$ cat src/rtl/alu_issue_stage_pkg.sv
// Shared ALU issue definitions: control codes, MIPS opcode/funct values and the
// decoded-entry struct carried through the issue skid buffer.
package alu_pkg;

  localparam int DATA_W = 32;
  localparam int CTRL_W = 4;

  localparam logic [CTRL_W-1:0] ALU_AND = 4'b0000;
  localparam logic [CTRL_W-1:0] ALU_OR  = 4'b0001;
  localparam logic [CTRL_W-1:0] ALU_ADD = 4'b0010;
  localparam logic [CTRL_W-1:0] ALU_SUB = 4'b0100;
  localparam logic [CTRL_W-1:0] ALU_SLL = 4'b1100;
  localparam logic [CTRL_W-1:0] ALU_SRL = 4'b1010;

  localparam logic [5:0] OP_RTYPE = 6'h00;
  localparam logic [5:0] OP_BEQ   = 6'h04;
  localparam logic [5:0] OP_ADDI  = 6'h08;
  localparam logic [5:0] OP_ANDI  = 6'h0C;
  localparam logic [5:0] OP_ORI   = 6'h0D;
  localparam logic [5:0] OP_LW    = 6'h23;
  localparam logic [5:0] OP_SW    = 6'h2B;

  localparam logic [5:0] FN_SLL  = 6'h00;
  localparam logic [5:0] FN_SRL  = 6'h02;
  localparam logic [5:0] FN_SLLV = 6'h04;
  localparam logic [5:0] FN_SRLV = 6'h06;
  localparam logic [5:0] FN_ADD  = 6'h20;
  localparam logic [5:0] FN_ADDU = 6'h21;
  localparam logic [5:0] FN_SUB  = 6'h22;
  localparam logic [5:0] FN_SUBU = 6'h23;
  localparam logic [5:0] FN_AND  = 6'h24;
  localparam logic [5:0] FN_OR   = 6'h25;

  typedef struct packed {
    logic [CTRL_W-1:0] ctrl;
    logic [DATA_W-1:0] a;
    logic [DATA_W-1:0] b;
    logic              illegal;
  } alu_issue_t;

  function automatic alu_issue_t make_issue(input logic [CTRL_W-1:0] ctrl,
                                            input logic [DATA_W-1:0] a,
                                            input logic [DATA_W-1:0] b);
    alu_issue_t e;
    e.ctrl    = ctrl;
    e.a       = a;
    e.b       = b;
    e.illegal = 1'b0;
    return e;
  endfunction

endpackage

$ cat src/rtl/alu_issue_stage_decode.sv
// Combinational MIPS instruction + operand decode into an ALU issue entry.
// ALU_ISSUE_VSHIFT_EN adds sllv/srlv (shift amount taken from rs[4:0]).
module alu_issue_decode
  import alu_pkg::*;
(
  input  logic [31:0]       instr,
  input  logic [DATA_W-1:0] rs_data,
  input  logic [DATA_W-1:0] rt_data,
  output alu_issue_t        dec
);

  logic [5:0]        opcode;
  logic [5:0]        funct;
  logic [DATA_W-1:0] shamt_zx;
  logic [DATA_W-1:0] imm_sx;
  logic [DATA_W-1:0] imm_zx;
  logic              unused_fields;

  assign opcode        = instr[31:26];
  assign funct         = instr[5:0];
  assign shamt_zx      = {{(DATA_W-5){1'b0}}, instr[10:6]};
  assign imm_sx        = {{(DATA_W-16){instr[15]}}, instr[15:0]};
  assign imm_zx        = {{(DATA_W-16){1'b0}}, instr[15:0]};
  // Register specifiers are resolved upstream; only their data arrives here.
  assign unused_fields = ^instr[25:16];

  always_comb begin
    dec.ctrl    = ALU_ADD;
    dec.a       = '0;
    dec.b       = '0;
    dec.illegal = 1'b1;
    case (opcode)
      OP_RTYPE: begin
        case (funct)
          FN_AND:          dec = make_issue(ALU_AND, rs_data, rt_data);
          FN_OR:           dec = make_issue(ALU_OR,  rs_data, rt_data);
          FN_ADD, FN_ADDU: dec = make_issue(ALU_ADD, rs_data, rt_data);
          FN_SUB, FN_SUBU: dec = make_issue(ALU_SUB, rs_data, rt_data);
          FN_SLL:          dec = make_issue(ALU_SLL, rt_data, shamt_zx);
          FN_SRL:          dec = make_issue(ALU_SRL, rt_data, shamt_zx);
`ifdef ALU_ISSUE_VSHIFT_EN
          FN_SLLV: dec = make_issue(ALU_SLL, rt_data, {{(DATA_W-5){1'b0}}, rs_data[4:0]});
          FN_SRLV: dec = make_issue(ALU_SRL, rt_data, {{(DATA_W-5){1'b0}}, rs_data[4:0]});
`endif
          default: ;
        endcase
      end
      OP_ADDI, OP_LW, OP_SW: dec = make_issue(ALU_ADD, rs_data, imm_sx);
      OP_ANDI:               dec = make_issue(ALU_AND, rs_data, imm_zx);
      OP_ORI:                dec = make_issue(ALU_OR,  rs_data, imm_zx);
      OP_BEQ:                dec = make_issue(ALU_SUB, rs_data, rt_data);
      default: ;
    endcase
  end

endmodule

$ cat src/rtl/alu_issue_stage.sv
// ID/EX issue stage: decodes into ALU controls/operands behind a 2-entry skid
// buffer. Optional sllv/srlv decode is enabled by ALU_ISSUE_VSHIFT_EN.
module alu_issue_stage
  import alu_pkg::*;
#(
  parameter int DATA_W = 32,
  parameter int CTRL_W = 4
) (
  input  logic              clk,
  input  logic              rst_n,
  input  logic              in_valid,
  output logic              in_ready,
  input  logic [31:0]       instr,
  input  logic [DATA_W-1:0] rs_data,
  input  logic [DATA_W-1:0] rt_data,
  input  logic              flush,
  output logic              out_valid,
  input  logic              out_ready,
  output logic [CTRL_W-1:0] alu_ctrl,
  output logic [DATA_W-1:0] op_a,
  output logic [DATA_W-1:0] op_b,
  output logic              illegal
);

  // Handshake: a beat transfers on a rising edge where valid && ready are both
  // high; a held output (out_valid && !out_ready) keeps its payload unchanged,
  // and in_ready is derived from registered state only.

  alu_issue_t dec;
  alu_issue_t main_q;
  alu_issue_t skid_q;
  logic       main_v;
  logic       skid_v;
  logic       ready_en;
  logic       accept;

  alu_issue_decode u_decode (
    .instr   (instr),
    .rs_data (rs_data),
    .rt_data (rt_data),
    .dec     (dec)
  );

  assign in_ready  = ready_en && !skid_v;
  assign accept    = in_valid && in_ready;
  assign out_valid = main_v;
  assign alu_ctrl  = main_q.ctrl;
  assign op_a      = main_q.a;
  assign op_b      = main_q.b;
  assign illegal   = main_q.illegal;

  always_ff @(posedge clk or negedge rst_n) begin
    if (!rst_n) begin
      main_q   <= '0;
      skid_q   <= '0;
      main_v   <= 1'b0;
      skid_v   <= 1'b0;
      ready_en <= 1'b0;
    end else begin
      ready_en <= 1'b1;
      if (flush) begin
        main_v <= 1'b0;
        skid_v <= 1'b0;
      end else if (!main_v || out_ready) begin
        // Main is free this edge; the skid entry is older, so it goes first.
        // accept implies an empty skid, so no input is lost in that branch.
        if (skid_v) begin
          main_q <= skid_q;
          main_v <= 1'b1;
          skid_v <= 1'b0;
        end else begin
          main_v <= accept;
          if (accept) main_q <= dec;
        end
      end else if (accept) begin
        skid_q <= dec;
        skid_v <= 1'b1;
      end
    end
  end

endmodule

$ cat config.mk
export PLATFORM = sky130hd
export DESIGN_NAME = alu_issue_stage
export DESIGN_NICKNAME = d
export VERILOG_FILES = /design/src/rtl/alu_issue_stage_pkg.sv /design/src/rtl/alu_issue_stage_decode.sv /design/src/rtl/alu_issue_stage.sv
export SDC_FILE = /design/constraint.sdc
export NUM_CORES = 1
export LEC_CHECK = 0
export BUFFER_PORTS_ARGS = -buffer_cell sky130_fd_sc_hd__buf_2
export CORE_MARGIN = 5
export CORE_UTILIZATION = 55
export DETAILED_ROUTE_END_ITERATION = 10
export PLACE_DENSITY = 0.85
export SKIP_LAST_GASP = 1
export SYNTH_ARGS = -nofsm -noshare
export SYNTH_HDL_FRONTEND = slang
export SYNTH_HIERARCHICAL = 1
export SYNTH_SLANG_ARGS = --single-unit
$ cat constraint.sdc
create_clock -name clk -period 4 [get_ports clk]
set_clock_uncertainty 0.1 [all_clocks]
set_input_delay 0.8 -clock clk [delete_from_list [all_inputs] [get_ports clk]]
set_output_delay 0.8 -clock clk [all_outputs]
set_load 0.1 [all_outputs]
Word level (Yosys, flattened, before mapping) --
Index checks and enable logic that the tools add are counted.
Operators by class: reductions and logical operators 15, bitwise logic cells 2, multiplexer cells 10, equal/unequal tests 13
Operators with widths (count):
- $pmux 69 s6 | 1
- $pmux 69 s5 | 1
- $mux 69 | 2
- $eq 6x6->1 const B | 8
- $eq 6x4->1 const B | 3
- $logic_not 6->1 | 2
- $eq 6x2->1 const B | 1
- $eq 6x3->1 const B | 1
- $mux 1 | 6
- $reduce_and 3->1 | 2
- $reduce_bool 2->1 | 2
- $reduce_or 2->1 | 2
- $reduce_bool 3->1 | 1
- $reduce_or 3->1 | 1
- $logic_and 1x1->1 | 2
- $logic_not 1->1 | 2
- $not 1->1 | 2
- $logic_or 1x1->1 | 1
Storage, ports and cells: word-level logic and storage cells 51, register bits after elaboration 141, bits of input ports 101, output and inout bits 71

Logic depth before layout (Yosys ltp) --
depth after elaboration 6, depth in mapped cells 9, depth with buffers taken out 6

Hierarchy --
Netlist, hierarchy kept.
By module, submodules not included:
- alu_issue_stage | instances 1, cells an instance 380, seq. area each 3528.4 um2, area an instance 6042.0 um2
- alu_issue_decode | instances 1, cells an instance 166, seq. area each 0.0 um2, area an instance 1239.9 um2

Worst setup path after synthesis --
Ideal clock, no wire load.
path kind register to output, start register skid_v, end output in_ready, required time 3100 ps, arrival 2093 ps, stages on the path, launching flop included 4, path slack 1007 ps, path through dfrtp_1 > buf_2 > buf_1 > nor2b_1
Between the ends: word-level cells in the longest chain between the ends 2
RTL lines:
- start, declared | line alu_issue_stage.sv:33 | logic skid_v;
- start signal, assigned | line alu_issue_stage.sv:57 | skid_v <= 1'b0;
- start signal, assigned | line alu_issue_stage.sv:63 | skid_v <= 1'b0;
- start signal, assigned | line alu_issue_stage.sv:70 | skid_v <= 1'b0;
- $logic_not 1->1 | line alu_issue_stage.sv:44 | assign in_ready = ready_en && !skid_v;
- $logic_and 1x1->1 | line alu_issue_stage.sv:44
- end, declared | line alu_issue_stage.sv:12 | output logic in_ready,
No other way between the ends.

==> results by stage <==
Run status:
- The flow ran to the end, and the final reports show no timing, DRC or antenna violations.

Logic synthesis:
- The synthesized netlist contains 43 unique library cells.
- The sequential-to-total area share from yosys stat is approximately half.
- The flop and latch count out of synthesis is between 100 and 150.
- The yosys synthesis warning count is 6.
- The post-synthesis instance area is 7280 um^2.
- In the synthesized netlist the dominant register cell turns out to be dfrtp_1.
- Of all flip-flops after synthesis, the portion carrying an async set or reset was 100%.
- The average instance area after synthesis is 13.3 um^2.
- The number of nets in the synthesized netlist is roughly 650.
- The number of standard cells after synthesis is between 500 and 600.
- Counting flops with a built-in enable in the synthesized netlist gives 0.

Floorplan:
- The width of the die is 125 um.
- The number of top-level pins is 172.
- The full die area is 15600 um^2.
- Once the floorplan was initialized, standard cells occupied 55.4% of the core.
- The core region is 13100 um^2.
- The initialized floorplan defines 42 standard-cell rows.
- The height of the chip is 125 um.

Pwr:
- Power spread over the standard cell area amounts to 407 nW/um^2.
- The maximum vdd ir drop is 255 uV.
- The analysis attributes to cell leakage a power of between 4 and 5 nW.
- The sum of internal, switching and leakage power is roughly 3.6 mW.

Detailed routing:
- The iteration-0 DRC count of the detailed router is between 300 and 400.
- In the final routed layout, each cell accounts on average for 20.8 um.
- The number of nets with antenna violations after detailed routing is 0.
- The routed layout has ~5300 vias.
- Summed over all layers, the routed wires come to 18300 um.
- The remaining routing DRC violations is 0.
- The number of iterations in the first detailed-routing pass is 4.
- After detailed routing, the number of vias per cell comes to 6.04.

GRT:
- For this run the aggregate overflow at the end of global routing stands at 0.
- The global-route wire length before repair is 30400 um.
- The number of global-route vias before repair is 5824.
- Across every metal layer, demand over resource in global routing totals 24.0%.
- Entering global routing, the biggest net connects 91 pins.
- The initial antenna violation count came to 0.

CTS:
- The clock-pin slew on the worst setup and hold paths is around 0.050 ns.
- In this run, CTS created clock tree buffers numbering 17.
- The root buffer cell is clkbuf_16.
- The H-tree was split into 4 levels.
- The maximum clock insertion buffer count is 2.
- After clock tree synthesis, the setup repair step added 0 buffers.
- TritonCTS built the clock tree.
- The clock insertion delay at the later pin of the skew report is 0.41 ns.
- The quantity of gates resized following cts is 0.
- The number of hold buffers added after CTS was 0.
- The clock sink total is 141.

STA:
- The worst max-slew margin expressed relative to the limit is 42.7%.
- The number of endpoints failing setup at the final stage is 0.
- The worst path uses about 72% of the clock period.
- The final max-slew violation count came to 0.
- For the pin with the worst max-slew slack, the measured transition is 0.860 ns.
- The final worst slack is ~1.1 ns.
- Adding up every negative setup slack in the final design gives 0 ns.
- Timing would allow up to 346 MHz.
- The number of endpoints with negative hold slack in the final report is 0.
- The clock period minus final worst setup slack is 2.89 ns.
- Hold timing on the final database bottoms out at a slack of 0.370 ns.
- Setup repair after global routing left no endpoint under its margin.

Placed design:
- The weighted congestion reported at the end of routability-driven placement is 0.861.
- The placement-stage cell area is 8190 um^2.
- Once detailed placement completed, the half-perimeter wirelength came to 12200 um.
- The worst setup slack before clock tree synthesis is 0.708 ns.
- Port buffering added roughly 160 buffers.

Min path:
- The tightest min-delay check is of the in -> async type.

Worst setup path:
- Data on the critical path arrives at its endpoint at 3.14 ns.
- STA classifies the critical path endpoint as a register.
- Along the worst path, the maximum fanout reaches 18.
- The classification of the worst setup path is in -> reg.
- The reg-to-reg setup timing slack is about 1.4 ns.
- The worst setup path is launched from a primary input.
- The worst endpoint required time is about 4.3 ns.

Final layout:
- The post-route cell area is 8740 um^2.
- The fraction of layout cells with a size suffix above 1 is between 50% and 60%.
- The diode insertion count for antenna repair is 0.
- The final layout contains 792 nets.
- Leaving out fill and tap cells, the most frequent cell in the layout is mux2_2.
- The area growth from synthesis to layout is 20.0%.
- Leaving out fill and tap cells, the most frequent cells in the layout are 197 x mux2_2, 160 x buf_2, 140 x dfrtp_1.

Flow run:
- The count of maximum capacitance violations is 0.
## final timing paths
path                            start         end  cells past startpoint
setup reg to reg               skid_v  skid_q[67]                      4
max in group asynchronous       rst_n   skid_q[7]                      2
hold reg to reg            skid_q[62]  skid_q[62]                      1
min in group clk           skid_q[62]  skid_q[62]                      1
hold / removal                  rst_n     op_b[4]                      1
setup / recovery            instr[26]     op_b[8]                      8
## logic make-up (layout without fill, tap and decap cells)
| group | count (synthesis) | after routing | synth area share [%] |
|---|---|---|---|
| other | 1 | 1 | 0.0515 |
| and+or+nand+nor | 70 | 70 | 6.17 |
| buffers and inverters | 48 | 206 | 3.87 |
| muxes | 207 | 207 | 32.0 |
| DFF | 141 | 141 | 48.5 |
| AOI/OAI and AO/OA | 79 | 79 | 9.45 |
## cell usage after synthesis, types with 2 or more instances
cell type | instances | area, um^2
a21o_1 | 17 | 128
a21oi_1 | 4 | 20.0
a221o_1 | 37 | 370
a22o_1 | 11 | 96.3
and3_1 | 39 | 244
buf_2 | 21 | 105
buf_4 | 3 | 22.5
buf_6 | 7 | 78.8
clkbuf_1 | 12 | 45.0
dfrtp_1 | 141 | 3530
inv_1 | 3 | 11.3
mux2_1 | 10 | 113
mux2_2 | 197 | 2220
nand2_1 | 4 | 15.0
nand2b_1 | 3 | 18.8
nand3_1 | 2 | 10.0
nor2_1 | 5 | 18.8
nor2b_1 | 2 | 12.5
nor3_2 | 2 | 20.0
o21ai_0 | 2 | 10.0
or4_1 | 2 | 15.0
## layout make-up
cell class              instances  area, um^2
inverters                       3        11.3
fillers                       982        4400
clock buffers                  25         485
multi-input cells             357        3490
repair buffers                171         937
flip-flops and latches        141        3530
well taps                     176         220
clock inverters                 7        62.6
## stage by stage
step / cells / util [%]
6_report: 880 / 66.5
4_1_cts: 880 / 66.5
3_3_place_gp: 848 / 62.3
2_1_floorplan: 546 / -
5_1_grt: 880 / 66.5
3_5_place_dp: 848 / 62.3
## sequential cells by signal, indices dropped and copies added (netlist names)
name and cells:
alu_ctrl 4, illegal 1, op_a 32, op_b 32
out_valid 1, ready_en 1, skid_q 69, skid_v 1
## power breakdown
| group | total, mW | switching [mW] | internal, mW |
|---|---|---|---|
| Combinational | 0.579 | 0.430 | 0.149 |
| Clock | 1.46 | 0.562 | 0.899 |
| Sequential | 1.52 | 0.0307 | 1.48 |
## critical path, stage by stage
cell and delay (ns):
buf_2 0.14, or4_1 0.56, nor2_2 0.12, and2_1 0.70
buf_4 0.33, a22o_1 0.18, mux2_2 0.15, mux2_2 0.15
## layer usage
metal  global-route usage (%)  share of wire, %
met1                     30.1                42
met2                     39.5                49
met3                     5.46               6.4
met4                     11.7               3.3
met5                        0                 0
(Power assumes the default switching activity.)
